<file path="config.mk">
export PLATFORM = sky130hd
export DESIGN_NAME = serial_adder_ctrl
export DESIGN_NICKNAME = d
export VERILOG_FILES = /design/src/rtl/serial_adder_ctrl.sv
export SDC_FILE = /design/constraint.sdc
export NUM_CORES = 1
export LEC_CHECK = 0
export ABC_AREA = 1
export CORE_UTILIZATION = 55
export CTS_BUF_LIST = sky130_fd_sc_hd__clkbuf_8
export CTS_CLUSTER_SIZE = 14
export DETAILED_ROUTE_END_ITERATION = 16
export HOLD_SLACK_MARGIN = 0.05
export PLACE_DENSITY_LB_ADDON = 0.15
export SYNTH_ARGS = -nofsm -noshare
export SYNTH_HDL_FRONTEND = slang
export SYNTH_SLANG_ARGS = --single-unit
</file>
<file path="constraint.sdc">
create_clock -name CLK -period 2.4 [get_ports CLK]
set_input_delay 0.48 -clock CLK [delete_from_list [all_inputs] [get_ports CLK]]
set_output_delay 0.48 -clock CLK [all_outputs]
set_load 0.01 [all_outputs]
</file>
<file path="src/rtl/serial_adder_ctrl.sv">
// -----------------------------------------------------------------------------
// serial_adder_ctrl
//
// Bit-serial adder with handshake control. A START accepted in IDLE or FIN
// captures A, B and CIN. One operand bit per clock, LSB first, is then pushed
// through a single 1-bit full-adder cell. The N-bit result and carry-out are
// published together on the edge that processes the MSB. That edge enters FIN,
// where DONE is high for exactly one cycle.
//
// Timing: START accepted at edge 0 gives BUSY=1 after edges 0..N-1. After
// edge N, DONE=1, BUSY=0 and SUM/COUT are valid, so the latency is N+1 edges.
// START is honoured again in FIN, which allows back-to-back additions.
//
// Optional feature: define SERIAL_ADDER_OVF_EN to add output V. V is the
// signed two's-complement overflow, registered alongside SUM.
//
// Parameters
//   N      operand width in bits (2..32)
//
// Ports
//   CLK    in   1  system clock, rising edge active
//   RESET  in   1  asynchronous active-high reset
//   START  in   1  request a new addition
//   A      in   N  first operand (captured on accepted START)
//   B      in   N  second operand (captured on accepted START)
//   CIN    in   1  carry-in (captured on accepted START)
//   BUSY   out  1  high while the addition is in progress (RUN)
//   DONE   out  1  one-cycle pulse marking a new result (FIN)
//   SUM    out  N  result of the last completed addition
//   COUT   out  1  carry-out of the last completed addition
//   V      out  1  signed overflow of the last addition (SERIAL_ADDER_OVF_EN only)
// -----------------------------------------------------------------------------
module serial_adder_ctrl #(
    parameter int N = 8
) (
    input  logic         CLK,
    input  logic         RESET,
    input  logic         START,
    input  logic [N-1:0] A,
    input  logic [N-1:0] B,
    input  logic         CIN,
    output logic         BUSY,
    output logic         DONE,
    output logic [N-1:0] SUM,
    output logic         COUT
`ifdef SERIAL_ADDER_OVF_EN
    ,
    output logic         V
`endif
);

    localparam int CNT_W = (N > 1) ? $clog2(N) : 1;

    typedef enum logic [1:0] {
        IDLE = 2'd0,
        RUN  = 2'd1,
        FIN  = 2'd2
    } state_t;

    state_t             r_state;
    logic [N-1:0]       r_a;
    logic [N-1:0]       r_b;
    logic [N-1:0]       r_ps;
    logic               r_c;
    logic [CNT_W-1:0]   r_cnt;

    logic               w_sum_bit;
    logic               w_carry;
    logic               w_last;
    logic [N-1:0]       w_ps_next;

    // Single 1-bit full-adder cell.
    function automatic logic fa_sum(input logic x, input logic y, input logic c);
        return x ^ y ^ c;
    endfunction

    function automatic logic fa_carry(input logic x, input logic y, input logic c);
        return (x & y) | (x & c) | (y & c);
    endfunction

    assign w_sum_bit = fa_sum(r_a[0], r_b[0], r_c);
    assign w_carry   = fa_carry(r_a[0], r_b[0], r_c);
    assign w_last    = (r_cnt == CNT_W'(N - 1));
    // Partial sum fills from the MSB end. After N shifts, bit 0 of the result
    // sits at bit 0.
    assign w_ps_next = {w_sum_bit, r_ps[N-1:1]};

    always_ff @(posedge CLK or posedge RESET) begin
        if (RESET) begin
            r_state <= IDLE;
            r_a     <= '0;
            r_b     <= '0;
            r_ps    <= '0;
            r_c     <= 1'b0;
            r_cnt   <= '0;
            BUSY    <= 1'b0;
            DONE    <= 1'b0;
            SUM     <= '0;
            COUT    <= 1'b0;
`ifdef SERIAL_ADDER_OVF_EN
            V       <= 1'b0;
`endif
        end else begin
            case (r_state)
                IDLE, FIN: begin
                    if (START) begin
                        r_a     <= A;
                        r_b     <= B;
                        r_c     <= CIN;
                        r_ps    <= '0;
                        r_cnt   <= '0;
                        r_state <= RUN;
                        BUSY    <= 1'b1;
                        DONE    <= 1'b0;
                    end else begin
                        r_state <= IDLE;
                        BUSY    <= 1'b0;
                        DONE    <= 1'b0;
                    end
                end

                RUN: begin
                    // START is deliberately not examined here. A re-request
                    // during an addition has no effect on the addition.
                    r_a   <= r_a >> 1;
                    r_b   <= r_b >> 1;
                    r_ps  <= w_ps_next;
                    r_c   <= w_carry;
                    r_cnt <= r_cnt + CNT_W'(1);
                    if (w_last) begin
                        // Publish only on completion, so SUM/COUT never show
                        // partial results.
                        SUM     <= w_ps_next;
                        COUT    <= w_carry;
`ifdef SERIAL_ADDER_OVF_EN
                        // r_c is the carry into bit N-1 at this step.
                        V       <= r_c ^ w_carry;
`endif
                        r_state <= FIN;
                        BUSY    <= 1'b0;
                        DONE    <= 1'b1;
                    end
                end

                default: begin
                    r_state <= IDLE;
                    BUSY    <= 1'b0;
                    DONE    <= 1'b0;
                end
            endcase
        end
    end

endmodule

</file>
Word level (Yosys, flattened, before mapping)
Index checks and enable logic that the tools add are counted.

Bits in registers: 41. Latch bits: 0. Memory bits (writable): 0. Bits in read-only memories: 0. Bits of input ports: 20. Output and inout bits: 11. Logic and storage cells: 46. Memories: 0.

Add/subtract/negate cells: 1. $mul: 0. Divide/modulo/power cells: 0. $lt $le $gt $ge: 0. Eq/ne operators: 5. Shift operators: 0. Muxes and demuxes: 18. Bitwise logic cells: 7. Reductions and logical operators: 5.

Operator list (count): 8-bit one-hot mux with 2 select lines (3); 8-bit 2-to-1 mux (3); 1-bit 2-to-1 mux (6); 3-bit one-hot mux with 2 select lines (1); 2-bit inequality test (second input constant) (2); 1-bit one-hot mux with 2 select lines (2); 2-bit one-hot mux with 2 select lines (1); 2-bit AND reduction (2); 3-bit by 1-bit adder with 3-bit output (second input constant) (1); 1-bit AND (3); 3-bit == test (second input constant) (1); 3-bit 2-to-1 mux (1); 2-bit by 1-bit == test with 1-bit output (second input constant) (1); 2-bit == test (second input constant) (1); 2-bit logical NOT (1); 2-bit 2-to-1 mux (1); 1-bit bitwise OR (2); 2-bit nonzero test (1); 2-bit OR reduction (1); 1-bit XOR (2).

Longest topological paths before layout
Gate-level depths: netlist of the first run.

Word-level depth: 4. Depth in mapped cells: 8. Mapped depth without buffers: 6.

Worst setup path before layout of the first run
OpenSTA, ideal clock, no wires.

Kind: reg-to-reg. Start: register r_cnt[0]. End: register COUT. Library setup time: 74 ps. Arrival time: 1159 ps. Required time: 2326 ps. Setup slack: 1167 ps. Cell stages (with the launch flop): 7. Buffers on the path: 1. Path through: dfrtp_1 > ha_1 > ha_1 > nand2_4 > buf_6 > nand2_1 > o21ai_2.

Longest elaborated chain between the ends: 2.

RTL lines: start, declared (RTL line 65) `logic [CNT_W-1:0] r_cnt;`; start signal, assigned (RTL line 129) `r_cnt <= r_cnt + CNT_W'(1);`; 3-bit == test (RTL line 83) `assign w_last = (r_cnt == CNT_W'(N - 1));`; 2-bit AND reduction (no line); end signal, assigned (RTL line 134) `COUT <= w_carry;`; end, declared (RTL line 45) `output logic COUT`.

No other way between the ends. A chain may end at the register's enable or synchronous reset.

Worst setup path in the final report of the first run
Start: register DONE. End: output port DONE.

RTL lines: start, declared (RTL line 43) `output logic DONE,`; start signal, assigned (RTL line 97) `DONE <= 1'b0;`; start signal, assigned (RTL line 114) `DONE <= 1'b0;`; start signal, assigned (RTL line 118) `DONE <= 1'b0;`.

No word-level cell between the ends.

==> out/results.ini, run 1 <==
[outcome]
status=completed

[finish]
final.fill_count=252
fin_cells=297
multi_input_area_um2=676
diodes=0
fin_nets=276
syn_to_final_growth_pct=19.8
design_area_um2=2280
drive_gt1_frac=0.0988
regArea_um2=976

[logic_synthesis]
synthSimpleGateAreaFrac=0.266
synthAdderAreaFrac=0.0237
muxShareOfSynthArea=0
synth_top_area_frac=0.514
ys_seq_area_frac=0.514
synth-seq-cells=39
synth_top_family_by_area=simple AND/OR/NAND/NOR gates
synth_cell_types=19
synthTopCellsByArea=dfrtp_1 51%, nand2_1 14%, inv_1 7.9%, nand3_1 7.9%, o21ai_2 3.7%
synth_most_common_cell=nand2_1
synth_nets=246
synthFlopType=dfrtp_1
syn_inst=223
synth_xor_xnor_area_share=0
yosys.area.top_type=dfrtp_1
async_flop_share=1.00
syn_area_um2=1900
syn_avg_cell_area_um2=8.52
synth_warnings=0
synth_commonest_cells=73 x nand2_1, 40 x inv_1, 39 x dfrtp_1, 30 x nand3_1, 8 x o21ai_2
synth_compound_area_frac=0.0659
synth_edf_count=0

[setup_path]
crit_required_ns=1.92
cp-startpoint=DONE
critPathTopFamily=buffers and inverters
slowest_stage=clkdlybuf4s50_1
end_kind=output port
slowest_delay_ns=0.57
path_cells=clkdlybuf4s50_1
crit_type=flip-flop to output port
start_kind=flip-flop
critical_path_arrival_ns=1.29
critPathMaxFanout=3
r2r_start=DONE
path_buf_inv=1

[clock_network]
cts_tree=done
ctsResizeCount=0
root_buffer=clkbuf_8
post_cts_buffers=0
cts_hold_buffers=0
h-tree-depth=2
cts_buffers=5
clk_pin_slew_worst_paths_ns=0.07
clock_sinks=39
clk_latency_ns=0.28
clockBufferDepth=2

[drt]
final_antenna_net_count=0
drt_pass1_iterations=4
wirelength_um=3340
viasPerCell=4.78
num_vias=1421
drtIter0Drc=56
drc=0
wl_per_cell_um=11.3

[place]
place_inst=290
gp_congestion=0.716
place_area_um2=2190
port_buffers=30
place.detailed.hpwl_um=2280

[grt]
antenna_found_initial=0
grt_pass1_wl_um=5890
grt_remaining_overflow=0
grt_max_degree=40
grt_util_all_layers=0.223
grt_pass1_vias=1419

[run]
maxCapViolCount=0

[floorplanning]
start_util=0.602
die_h_um=60.8
num_rows=20
dieArea_um2=3690
io_pins=31
die_width_um=60.8
design.core.area_um2=3150

[sta]
tightest_slew_ns=0.481
relSlewSlack=0.679
tns_ns=0
max_freq_mhz=564
final_max_slew_viol_count=0
setup_viol=0
hold_viol_final=0
layout_min_cycle_time_ns=1.77
rsz0062_at_grt=false
fin_crit_sh=0.739
clock_skew_ns=0.00502

[hold_path]
hold_class=flip-flop to flip-flop
min-delay-start=SUM[6]

[power]
power.density_nw_per_um2=1310
p_leak_uw=0.00121
ir_worst_vdd_mv=0.603

==> layer usage <==
| layer | share of wire | track usage |
|---|---|---|
| met5 | 0 | 0 |
| met4 | 0.013 | 0.107 |
| met3 | 0.033 | 0.0490 |
| met2 | 0.50 | 0.391 |
| met1 | 0.45 | 0.260 |
==> cells by family (layout without fill, tap and decap cells) <==
| logic type | count (synthesis) | in the layout |
|---|---|---|
| AO/OA/AOI/OAI | 19 | 19 |
| adder cells (fa/ha/maj) | 3 | 3 |
| buffers and inverters | 52 | 82 |
| flip-flops | 39 | 39 |
| AND/OR/NAND/NOR | 110 | 110 |
==> worst min-delay path: cells and delay by family (launching register included) <==
family           cells  cell delay, ns
flip-flops           1            0.34
AO/OA/AOI/OAI        1            0.05
AND/OR/NAND/NOR      1            0.06
==> layout make-up <==
cell class | instances | share of cell area
inverters | 43 | 0.0731
multi-input cells | 132 | 0.297
repair buffers | 32 | 0.139
well taps | 44 | 0.0242
clock buffers | 6 | 0.0363
clock inverters | 1 | 0.00220
flip-flops and latches | 39 | 0.429
==> power by group <==
part	total [uW]	switching [uW]	internal (uW)
Combinational	1390	815	571
Clock	436	211	225
Sequential	1150	183	970
Total	2970	1210	1770
==> worst paths after layout <==
check,to,cells after the start,slack (ns)
max in group asynchronous,COUT,3,1.46
hold reg to reg,SUM[6],2,0.48
hold / removal,SUM[6],2,0.48
setup / recovery,DONE,1,0.63
min in group asynchronous,r_ps[1],3,0.60
setup reg to reg,r_a[5],6,0.91
==> through the flow <==
stage	util	hold WS, ns	power (uW)	worst slack [ns]
2_1_floorplan	-	0.446	2240	1.03
3_3_place_gp	0.694	0.458	2500	0.827
3_5_place_dp	0.694	0.465	2560	0.799
4_1_cts	0.722	0.484	3000	0.617
5_1_grt	0.722	0.506	3270	0.565
6_report	0.722	0.482	2970	0.627
==> sequential cells by signal (all words and copies together) (netlist names) <==
register / count
BUSY: 1
COUT: 1
DONE: 1
SUM: 8
r_a: 8
r_b: 8
r_c: 1
r_cnt: 3
r_ps: 7
r_state: 1
==> placed cells by master, fill, tap and decap left out, drive strengths merged <==
| cell type | n |
|---|---|
| o21ai | 18 |
| nor2 | 3 |
| a21oi | 1 |
| buf | 2 |
| ha | 2 |
| dfrtp | 39 |
| clkdlybuf4s50 | 30 |
| clkbuf | 6 |
| inv | 43 |
| nand2 | 77 |
| clkinv | 1 |
| fa | 1 |
| nand3 | 30 |
Note: power is estimated with default switching activity, not from simulation.
==> inputs of run 2 (changes only) <==
clock period = 1.7 ns   (was 2.4 ns; I/O delays follow)
==> run 2 against run 1 <==
Routed wire length is 1.5% lower. Combinational power increased by 41%. Register-to-register slack got worse by 0.58 ns. Clock skew is 0.0029 ns higher. Die area unchanged. Largest cell class unchanged. Utilization increased by 1.6 points. Cell count up 0.67%. Sequential power rose by 41%. Global-route usage fell by 1.2 points. Clock-buffer cell count unchanged. Clock power grew 80%.
==> out/results.ini, run 2 (synthesis results as in run 1) <==
[hold_path]
hold_class=input pin to asynchronous set/reset pin

[sta]
relSlewSlack=0.805  ; +0.126
clock_skew_ns=0.00788  ; +0.00286 ns
holdWs_ns=0.411  ; -0.0711 ns
fin_crit_sh=0.935
final_max_slew_viol_count=0  ; unchanged
max_freq_mhz=629
tns_ns=0  ; unchanged
setup_viol=0  ; unchanged
tightest_slew_ns=0.292  ; -0.190 ns
hold_viol_final=0  ; unchanged
rsz0062_at_grt=false
layout_min_cycle_time_ns=1.59

[setup_path]
path_buf_inv=1  ; unchanged
cp-startpoint=DONE
crit_type=flip-flop to output port
slowest_delay_ns=0.55  ; -0.02 ns
path_cells=clkdlybuf4s50_1
end_kind=output port
worstReg2RegEnd=SUM[7]
critical_path_arrival_ns=1.25  ; -0.04 ns
critPathTopFamily=buffers and inverters
reg2reg_setup_slack_ns=0.33  ; -0.58 ns
critPathMaxFanout=3  ; unchanged
r2r.worst_path.cells=6  ; unchanged
crit_required_ns=1.36  ; -0.56 ns
start_kind=flip-flop
slowest_stage=clkdlybuf4s50_1
r2r_start=r_cnt[0]

[drt]
final_antenna_net_count=0  ; unchanged
wirelength_um=3290  ; -1.5%
viasPerCell=4.75  ; -0.67%
drc=0  ; unchanged
wl_per_cell_um=11.0  ; -2.2%
drt_pass1_iterations=4  ; unchanged
num_vias=1421  ; unchanged
drtIter0Drc=58  ; +3.6%

[grt]
grt_util_all_layers=0.212  ; -0.0119
grt_pass1_wl_um=5670  ; -3.8%
grt_pass1_vias=1359  ; -4.2%
antenna_found_initial=0  ; unchanged
grt_remaining_overflow=0  ; unchanged
grt_max_degree=40  ; unchanged

[power]
ir_worst_vdd_mv=0.836  ; +39%
p_sw_frac=0.391  ; -0.0152
clockPowerShare=0.180  ; +0.033
power.density_nw_per_um2=1880  ; +44%
p_leak_uw=0.00123  ; +1.8%
power_switching_uw=1710  ; +41%
p_int_uw=2660  ; +51%
pwr-share-seq=0.371  ; -0.016
combPwrFrac=0.449  ; -0.017

[floorplanning]
die_width_um=60.8  ; unchanged
num_rows=20  ; unchanged
start_util=0.602  ; unchanged
design.core.area_um2=3150  ; unchanged
dieArea_um2=3690  ; unchanged
die_h_um=60.8  ; unchanged
io_pins=31  ; unchanged

[clock_network]
root_buffer=clkbuf_8
clockBufferDepth=2  ; unchanged
clk_pin_slew_worst_paths_ns=0.08  ; about the same
post_cts_buffers=0  ; unchanged
cts_tree=done
cts_buffers=5  ; unchanged
h-tree-depth=2  ; unchanged
clock_sinks=39  ; unchanged
clk_latency_ns=0.29  ; about the same

[place]
place.detailed.hpwl_um=2270  ; -0.73%
port_buffers=30  ; unchanged
gp_congestion=0.742  ; +3.7%

[finish]
layout_commonest_cell=nand2_1
syn_to_final_growth_pct=22.5
diodes=0  ; unchanged
layout_common_cells=73 x nand2_1, 40 x inv_1, 38 x dfrtp_1
drive_gt1_frac=0.110  ; +0.0110
reg_top3=SUM: 8 flops, r_a: 8 flops, r_b: 8 flops
fin_nets=277  ; +0.36%

[run]
maxCapViolCount=0  ; unchanged

[outcome]
status=completed

## run 2: cell count changes in the layout (fill, tap and decap cells not counted), sizes merged
cell / previous run / this run
bufinv: 0 / 1
buf: 2 / 3
## run 2: power by group through the flow
stage	registers, uW	clock network [uW]	logic (uW)
6_report	1620	785	1960
5_1_grt	1670	832	2250
4_1_cts	1620	798	2000
3_5_place_dp	1630	0	1990
3_3_place_gp	1620	0	1930
2_1_floorplan	1620	0	1530
## run 2: metrics by stage
step | cells | setup slack, ns | total power, uW | utilization | cell area [um^2]
after floorplan | 223 | 0.467 | 3160 | - | 1900
after global placement | 291 | 0.264 | 3550 | 0.700 | 2210
after detailed placement | 291 | 0.241 | 3630 | 0.700 | 2210
after CTS | 299 | 0.0507 | 4420 | 0.738 | 2330
after global routing | 299 | 0.0553 | 4760 | 0.738 | 2330
final | 299 | 0.111 | 4370 | 0.738 | 2330
## run 2: repair_timing
item / in CTS / in global routing
setup endpoints to repair: 0 / 1
gates resized for setup: 0 / 1
hold buffers: 0 / 0
## run 2: final cells by class
cell class              instances  area, um^2
clock buffers                   6        82.6
fillers                       264         826
multi-input cells             132         676
inverters                      43         166
flip-flops and latches         39         977
well taps                      44        55.1
repair buffers                 33         335
clock inverters                 2        35.0
## run 2: worst min-delay path, stage by stage
cell             delay (ns)
clkdlybuf4s50_1        0.41
inv_1                  0.10
buf_12                 0.22
## run 2: worst max-delay path by stage
stage / slack [ns] / cells past startpoint / end
CTS: 0.05 / 1 / DONE
finish: 0.11 / 1 / DONE
global placement: 0.26 / 6 / r_a[6]
detailed placement: 0.24 / 6 / r_a[1]
global route: 0.06 / 1 / DONE
floorplan: 0.47 / 1 / BUSY
## run 2: layer usage
| metal | part of all wire | up-vias | wire (um) | GRT usage |
|---|---|---|---|---|
| li1 | - | 735 | - | - |
| met1 | 0.46 | 657 | 1500 | 0.239 |
| met4 | 0.0076 | 0 | 25 | 0.0584 |
| met2 | 0.51 | 24 | 1680 | 0.396 |
| met3 | 0.025 | 5 | 83 | 0.0512 |
| met5 | 0 | - | 0 | 0 |
==> inputs of run 3 (changes only) <==
CTS_CLUSTER_DIAMETER = 150   (was unset)
==> results of run 3 <==
Final layout, timing and power as in run 2 (identical DEF).
